<file path="config.mk">
export PLATFORM = sky130hd
export DESIGN_NAME = mem_requester
export DESIGN_NICKNAME = d
export VERILOG_FILES = /design/src/rtl/mem_requester.sv
export SDC_FILE = /design/constraint.sdc
export NUM_CORES = 1
export LEC_CHECK = 0
export BUFFER_PORTS_ARGS = -buffer_cell sky130_fd_sc_hd__clkbuf_2
export CORE_ASPECT_RATIO = 1.2
export CORE_UTILIZATION = 55
export DETAILED_ROUTE_END_ITERATION = 16
export PLACE_DENSITY_LB_ADDON = 0.25
export SKIP_CTS_REPAIR_TIMING = 1
export SLEW_MARGIN = 20
export SYNTH_ARGS = -nofsm -noshare
export SYNTH_HDL_FRONTEND = slang
export SYNTH_SLANG_ARGS = --single-unit
</file>
<file path="constraint.sdc">
create_clock -name clk -period 2.2 [get_ports clk]
set_input_delay 0.11 -clock clk [delete_from_list [all_inputs] [get_ports clk]]
set_output_delay 0.11 -clock clk [all_outputs]
set_load 0.01 [all_outputs]
</file>
<file path="src/rtl/mem_requester.sv">
// Memory-side request sequencer: turns one READ/WRITE/FILL/COPY command into a
// cycle-by-cycle sequence on a single-port, combinational-read word memory.
module mem_requester #(
    parameter int ADDR_WIDTH = 16,
    parameter int DATA_WIDTH = 16
) (
    input  logic                  clk,
    input  logic                  reset,
    input  logic                  reqValid,
    output logic                  reqReady,
    input  logic [1:0]            reqOp,
    input  logic [ADDR_WIDTH-1:0] reqAddr,
    input  logic [ADDR_WIDTH-1:0] reqAddr2,
    input  logic [DATA_WIDTH-1:0] reqData,
    input  logic [15:0]           reqCount,
    output logic                  respValid,
    output logic [DATA_WIDTH-1:0] respData,
    output logic                  busy,
    output logic [ADDR_WIDTH-1:0] memAddress,
    output logic                  memWriteEnable,
    output logic [DATA_WIDTH-1:0] memDataOut,
    input  logic [DATA_WIDTH-1:0] memDataIn,
    output logic [2:0]            debug_state
);

    typedef enum logic [2:0] {
        S_IDLE = 3'd0,
        S_RD   = 3'd1,
        S_WR   = 3'd2,
        S_FILL = 3'd3,
        S_CPRD = 3'd4,
        S_CPWR = 3'd5,
        S_DONE = 3'd6
    } state_t;

    localparam logic [ADDR_WIDTH-1:0] ADDR_ONE = ADDR_WIDTH'(1);

    state_t                state;
    logic [ADDR_WIDTH-1:0] cur;
    logic [ADDR_WIDTH-1:0] dst;
    logic [15:0]           rem;
    logic [DATA_WIDTH-1:0] data;
    logic [ADDR_WIDTH-1:0] mem_address_q;
    logic [DATA_WIDTH-1:0] mem_data_q;
    logic [DATA_WIDTH-1:0] resp_data_q;

    // Handshake: a command is taken on a rising edge where reqValid && reqReady;
    // reqReady is high only in IDLE outside reset, and reqValid is ignored otherwise.
    assign reqReady       = (state == S_IDLE) && reset;
    assign respValid      = (state == S_DONE);
    assign busy           = (state != S_IDLE);
    assign memWriteEnable = reset && ((state == S_WR) || (state == S_FILL) || (state == S_CPWR));
    assign memAddress     = mem_address_q;
    assign memDataOut     = mem_data_q;
    assign respData       = resp_data_q;
    assign debug_state    = state;

    // Address/data registers are loaded one edge ahead of the access state so the
    // memory port is a pure function of registered state and otherwise holds.
    always_ff @(posedge clk) begin
        if (!reset) begin
            state         <= S_IDLE;
            cur           <= '0;
            dst           <= '0;
            rem           <= '0;
            data          <= '0;
            mem_address_q <= '0;
            mem_data_q    <= '0;
            resp_data_q   <= '0;
        end else begin
            case (state)
                S_IDLE: begin
                    if (reqValid) begin
                        cur  <= reqAddr;
                        dst  <= reqAddr2;
                        rem  <= reqCount;
                        data <= reqData;
                        case (reqOp)
                            2'b00: begin
                                state         <= S_RD;
                                mem_address_q <= reqAddr;
                            end
                            2'b01: begin
                                state         <= S_WR;
                                mem_address_q <= reqAddr;
                                mem_data_q    <= reqData;
                            end
                            2'b10: begin
                                if (reqCount != 16'd0) begin
                                    state         <= S_FILL;
                                    mem_address_q <= reqAddr;
                                    mem_data_q    <= reqData;
                                end else begin
                                    state <= S_DONE;
                                end
                            end
                            default: begin
                                if (reqCount != 16'd0) begin
                                    state         <= S_CPRD;
                                    mem_address_q <= reqAddr;
                                end else begin
                                    state <= S_DONE;
                                end
                            end
                        endcase
                    end
                end
                S_RD: begin
                    resp_data_q <= memDataIn;
                    state       <= S_DONE;
                end
                S_WR: begin
                    resp_data_q <= data;
                    state       <= S_DONE;
                end
                S_FILL: begin
                    cur         <= cur + ADDR_ONE;
                    rem         <= rem - 16'd1;
                    resp_data_q <= data;
                    if (rem == 16'd1) begin
                        state <= S_DONE;
                    end else begin
                        mem_address_q <= cur + ADDR_ONE;
                    end
                end
                S_CPRD: begin
                    // The write-data register doubles as the copy buffer.
                    mem_data_q    <= memDataIn;
                    mem_address_q <= dst;
                    state         <= S_CPWR;
                end
                S_CPWR: begin
                    cur         <= cur + ADDR_ONE;
                    dst         <= dst + ADDR_ONE;
                    rem         <= rem - 16'd1;
                    resp_data_q <= mem_data_q;
                    if (rem == 16'd1) begin
                        state <= S_DONE;
                    end else begin
                        mem_address_q <= cur + ADDR_ONE;
                        state         <= S_CPRD;
                    end
                end
                S_DONE: begin
                    state <= S_IDLE;
                end
                default: begin
                    state <= S_IDLE;
                end
            endcase
        end
    end

endmodule
</file>
==> reports/summary.md, run 1 <==
• flip-flop — startpoint class of the critical path
• 780 — number of standard cells after synthesis
• 0.0008202 V — Max IR drop VDD
• 1033 — net total in the final layout
• 33.7% — fraction of power consumed by the clock network
• 34.3% — Gate power share
• 1.600% — fraction of the mapped netlist area in adder cells
• 11800 um^2 — Die Outline Area
• 115 — number of synthesized register bits
• 21.64 mm — post-detailed-routing wire length
• 115 — number of sinks on the clock net
• 0.008009 ns — Worst Skew
• 1.820% — synthesized-area fraction occupied by xor and xnor cells
• 8 — final-report hold violation count
• 36.81% — proportion of netlist area held by the largest area contributor
• 6.018 mW — Internal Power
• 6712 — vias in the first global route
• 36.43% — switching part of the total power
• done — CTS tree
• 873 — Synthesized Nets
• sky130_fd_sc_hd__dfxtp_1, sky130_fd_sc_hd__nand2_1, sky130_fd_sc_hd__a21oi_1 — most common library cells after synthesis
• 3.448 mW — Psw
• 0.06 ns — clock transition at the register clock pins on the worst setup and hold paths after CTS
• 56.68% — initial standard-cell utilization of the core
• 9 — top fanout value on the critical path
• sky130_fd_sc_hd__dfxtp_1 — most frequently used cell type in the post-synthesis netlist
• 33.68 mm — first-pass GRT wire length
• 0 — Remaining DRCs
• 0.3201% — portion of netlist area occupied by mux cells
• 0.4688 GHz — top achievable clock speed
• 17 — number of clock buffers inserted by TritonCTS
• 0 — Synth Warn #
• 7 — number of search-and-repair iterations in the first detailed-routing pass
• 22.36% — Post-Synth Simple-Gate Area
• compound AO/OA/AOI/OAI gates — combinational family with the most area after synthesis
• 0 — gr ovfl total
• 0.07 ns — R2R setup slack
• 6.707 — drt via density
• sky130_fd_sc_hd__dfxtp_1 — dominant synthesized flop cell
• 2.133 ns — final worst path period need
• 63 — maximum number of pins on one net before global-route repair
• 73 — number of distinct library cell variants in the gate-level netlist after synthesis
• 3 — Cells on Worst Hold Path
• -0.03184 ns — Worst Hold Slack
• 0.43 ns — Worst-Skew Late Latency
• complete, but fails checks — status
• 0 — antenna-violating nets left
• 7277 — Vias
• 48.51% — Max-slew headroom
• flip-flop — category of the worst setup path capture point
• 118.8 um — vertical die dimension
• 828 — layout filler cell count
• 1161 nW/um^2 — power density relative to cell area
• 99.35 um — width of the chip
• 0 — Max-Cap Viols
• 0.7676 ns — transition time at the pin with the least slew margin
• 0 — antenna cells
• 14.36 mm — HPWL after DPL
• 31.45% — Compound-Gate Fraction of Synth Area
• flip-flop to flip-flop — Critical Setup Path Class
• 0.9115 — weighted congestion reported at the end of routability-driven placement
• 2.43 ns — WP data arrival
• 3635 um^2 — multi-input combinational cell area
• 2302 um^2 — area used by sequential logic in the layout
• 140 — top-level I/O count
• 96.96% — final worst-path cycle share
• 0 — Setup Viol. Count Final
• 0 — initial antenna violation count
• 2.50 ns — data required time at the worst endpoint
• 0 ns — Fin Setup TNS
• 139 — number of input and output port buffers inserted
• 3.306 nW — leakage power total
• 42 — standard-cell row count
• 617 — Iteration-0 DRC Markers
• 0% — share of synthesized flip-flops with an asynchronous set or reset
• 5 — worst-case reg-to-reg path depth
• 30.31% — synthesis-to-finish area growth
• primary input to flip-flop — path category of the worst min-delay check
• 6255 um^2 — cell area after synthesis
• 2 — Max clock buf depth
• 19.94 um — Wirelength per Cell
• 8.019 um^2 — syn avg cell area
• 9.466 mW — Design Power
• 31.9% — Reg power frac
• 24.55% — fraction of layout instances using a drive strength above 1
• 11040 um^2 — core area
• 4 — number of levels in the clock H-tree
• negative hold slack — violated checks
• 0 — Post-synth EDFFs
• sky130_fd_sc_hd__clkbuf_16 — clock root buffer
• sky130_fd_sc_hd__dfxtp_1 — cell taking the most area after synthesis
• 36.14% — GRT Overall Usage
• 0 — total count of max-transition violations in the final report
• sky130_fd_sc_hd__dfxtp_1, sky130_fd_sc_hd__a21oi_1, sky130_fd_sc_hd__nand2_1 — top cells by area in the synthesized netlist
• 36.81% — register area share after synthesis
• no — unrepaired setup endpoints after global routing
[area by class of cell]
type                            count  share of cell area [%]
Multi-Input combinational cell    584                   44.60
Clock inverter                     14                   2.871
Tap cell                          132                   2.026
Timing Repair Buffer              210                   16.32
Inverter                           12                  0.5527
Clock buffer                       18                   5.388
Sequential cell                   115                   28.25
[per-layer routing]
| metal | track usage, % | wire length [um] | share of wire, % |
|---|---|---|---|
| met1 | 43.68 | 8320 | 38 |
| met2 | 60.16 | 10560 | 49 |
| met3 | 7.277 | 1838 | 8.5 |
| met4 | 19.21 | 920 | 4.3 |
| met5 | 0 | 0 | 0 |
[cell families (layout without fill, tap and decap cells)]
group / count (synthesis) / after routing
AO/OA/AOI/OAI: 290 / 290
XOR/XNOR: 13 / 13
adder cells (fa/ha/maj): 8 / 8
buffers and inverters: 81 / 254
flip-flops: 115 / 115
multiplexers: 2 / 2
AND/OR/NAND/NOR: 271 / 271
[state kept, by name, summed over array words and instances (netlist names)]
name         cells
cur             16
dst             16
respData        16
data            16
debug_state      3
memAddress      16
rem             16
memDataOut      16
[placed cells by master (no fill, tap or decap), drive strengths merged, types with 3 or more instances in the layout]
master       netlist  layout
nand4             12      12
o311ai             3       3
ha                 8       8
o22ai             27      27
and2               3       3
o211ai            10      10
a221oi            11      11
inv               11      11
o31a               3       3
xnor2              9       9
nand2b             3       3
clkinvlp           0       4
clkbuf            44     157
or4                4       4
and4               3       3
dlygate4sd3        0      29
a21o               5       5
nor4              11      11
a22oi             11      11
xor2               4       4
nand3             23      23
o221ai            18      18
a21oi             82      82
a211oi            12      12
nand2             86      86
o311a             17      17
dfxtp            115     115
or3               20      20
clkinv             1       5
a22o               5       5
a31oi             13      13
nor3              30      30
buf               25      42
o21ai             39      39
and3              15      15
bufinv             0       6
nor2              47      47
o21a              15      15
[power groups by stage]
stage	Combinational [mW]	Clock [mW]	Sequential, mW
floorplan	2.00	0	3.01
global placement	3.00	0	3.01
detailed placement	3.08	0	3.03
CTS	3.11	3.19	3.00
global route	3.53	3.28	3.07
finish	3.25	3.19	3.02
[metrics by stage]
stage	utilization (%)	setup WS, ns	area [um^2]	cells	hold WS (ns)
finish	73.85	0.06685	8150	1085	-0.03184
global route	73.85	0.01184	8150	1085	0.001018
CTS	70.87	0.009304	7821	1056	-0.08852
detailed placement	64.77	0.1144	7148	1024	0.3592
global placement	64.77	0.1150	7148	1024	0.3472
floorplan	-	0.3510	6255	780	0.2444
[critical path, stage by stage, from the launching register on]
cell                       delay (ns)
sky130_fd_sc_hd__dfxtp_1         0.53
sky130_fd_sc_hd__nand4_2         0.22
sky130_fd_sc_hd__or4_1           0.61
sky130_fd_sc_hd__xnor2_1         0.16
sky130_fd_sc_hd__a221oi_1        0.37
sky130_fd_sc_hd__a211oi_1        0.12
[final timing paths]
kind / end / from
setup reg to reg: memAddress[11] / cur[6]
hold reg to reg: rem[12] / rem[12]
setup / recovery: memAddress[11] / cur[6]
hold / removal: dst[6] / reqAddr2[6]
No activity file was read; power rests on OpenSTA's default activity.
==> inputs of run 2 (changes only) <==
- CTS_BUF_LIST: not set -> sky130_fd_sc_hd__clkbuf_4 sky130_fd_sc_hd__clkbuf_8 sky130_fd_sc_hd__clkbuf_16
- HOLD_SLACK_MARGIN: not set -> 0.02
==> reports/summary.md, run 2 (synthesized netlist as in run 1, its figures left out) <==
• sky130_fd_sc_hd__clkbuf_2, sky130_fd_sc_hd__dfxtp_1, sky130_fd_sc_hd__nand2_1 — most used cells in the layout excluding fill and tap cells
• 139 — number of input and output port buffers inserted
• 0.4760 GHz — top achievable clock speed
• 99.35 um — width of the chip
• 0.7512 ns — transition time at the pin with the least slew margin
• 31.43% — synthesis-to-finish area growth
• 6.760 — drt via density
• cur[6] — Worst R2R Start
• done — CTS tree
• 14.36 mm — HPWL after DPL
• nand4_2 -> or4_1 -> xnor2_1 -> a221oi_1 -> a211oi_1 — Critical Path, Cell by Cell
• 63 — maximum number of pins on one net before global-route repair
• flip-flop — category of the worst setup path capture point
• 49.61% — Max-slew headroom
• 2 — Max clock buf depth
• 0.0008174 V — Max IR drop VDD
• 4 — number of levels in the clock H-tree
• 9 — top fanout value on the critical path
• 1151 nW/um^2 — power density relative to cell area
• 42 — standard-cell row count
• 5 — number of search-and-repair iterations in the first detailed-routing pass
• 24.38% — fraction of layout instances using a drive strength above 1
• 7382 — Vias
• sky130_fd_sc_hd__or4_1 — crit path max-delay cell type
• memAddress[11] — capturing element of the worst setup path
• 0.9115 — weighted congestion reported at the end of routability-driven placement
• 0 ns — Fin Setup TNS
• 0.1 ns — R2R setup slack
• negative hold slack — violated checks
• memAddress[11] — reg2reg end
• 0 — Setup Viol. Count Final
• 33.68 mm — first-pass GRT wire length
• 1 — final-report hold violation count
• 11800 um^2 — Die Outline Area
• 0 — Remaining DRCs
• 0.007689 ns — Worst Skew
• 6712 — vias in the first global route
• 3.335 nW — leakage power total
• primary input to flip-flop — path category of the worst min-delay check
• 115 — number of sinks on the clock net
• 95.49% — final worst-path cycle share
• 0 — gr ovfl total
• 140 — top-level I/O count
• complete, but fails checks — status
• 0 — antenna cells
• 5 — worst-case reg-to-reg path depth
• 0 — antenna-violating nets left
• 2.50 ns — data required time at the worst endpoint
• 0 — initial antenna violation count
• 0 — buffering stage count on the worst path with inverters included
• flip-flop to flip-flop — Critical Setup Path Class
• flip-flop — startpoint class of the critical path
• 0.43 ns — Worst-Skew Late Latency
• sky130_fd_sc_hd__clkbuf_16 — clock root buffer
• 0 — Max-Cap Viols
• 1040 — net total in the final layout
• 56.68% — initial standard-cell utilization of the core
• 0.60 ns — peak per-stage delay on the critical path
• simple AND/OR/NAND/NOR gates — Crit path max-delay family
• 2.101 ns — final worst path period need
• 0.06 ns — clock transition at the register clock pins on the worst setup and hold paths after CTS
• 21.74 mm — post-detailed-routing wire length
• 688 — Iteration-0 DRC Markers
• 11040 um^2 — core area
• 0 — total count of max-transition violations in the final report
• cur[6] — critical path startpoint
• 118.8 um — vertical die dimension
• 36.14% — GRT Overall Usage
• 19.91 um — Wirelength per Cell
• 17 — number of clock buffers inserted by TritonCTS
• sky130_fd_sc_hd__clkbuf_2 — most common library cell in the layout ignoring fill and taps
• 2.40 ns — WP data arrival
• no — unrepaired setup endpoints after global routing
• -0.001700 ns — Worst Hold Slack
• 5 — cell depth of the worst setup path
run 2: cell types whose count changed in the layout (fill, tap and decap cells not counted):
cell                            change
sky130_fd_sc_hd__dlygate4sd3_1      +7
run 2: worst reg2reg max path, delay by kind of cell, from the launching register on:
kind / cells / cell delay (ns)
xor gates and xnor gates: 1 / 0.16
AOI/OAI and AO/OA: 2 / 0.47
DFF: 1 / 0.52
and+or+nand+nor: 2 / 0.82
run 2: worst min path at each step:
stage	startpoint	endpoint	slack [ns]	cells after the start
floorplan	reqCount[4]	rem[4]	0.24	2
global placement	reqData[15]	data[15]	0.35	3
detailed placement	reqData[9]	data[9]	0.36	3
CTS	reqCount[4]	rem[4]	-0.09	3
global route	reqAddr[8]	cur[8]	0.03	3
finish	reqAddr2[11]	dst[11]	-0.002	3
run 2: metrics by stage:
step / util, % / std cells / setup slack [ns] / area (um^2) / total power [mW]
floorplan: - / 780 / 0.3510 / 6255 / 5.012
global placement: 64.77 / 1024 / 0.1150 / 7148 / 6.015
detailed placement: 64.77 / 1024 / 0.1144 / 7148 / 6.113
CTS: 70.87 / 1056 / 0.009304 / 7821 / 9.297
global route: 74.49 / 1092 / 0.01176 / 8220 / 9.892
finish: 74.49 / 1092 / 0.09917 / 8220 / 9.463
run 2: routing by layer:
layer  up-vias  GRT usage [%]  share of wire [%]
li1       3319              -                  -
met1      3493          43.68                 38
met2       483          60.16                 49
met3        87          7.277                8.7
met4         0          19.21                4.5
met5         -              0                  0
run 2: area by class of cell:
| class | count | area, um^2 |
|---|---|---|
| flip-flops and latches | 115 | 2302 |
| repair buffers | 217 | 1400 |
| inverters | 12 | 45.04 |
| clock buffers | 18 | 439.2 |
| clock inverters | 14 | 234.0 |
| well taps | 132 | 165.2 |
| multi-input cells | 584 | 3635 |
| fillers | 824 | 2815 |
run 2: power by group:
group / internal, mW / switching (mW) / total [mW]
sequential: 2.56 / 0.460 / 3.02
clock: 2.14 / 1.04 / 3.18
combinational: 1.32 / 1.94 / 3.26
total: 6.03 / 3.44 / 9.46
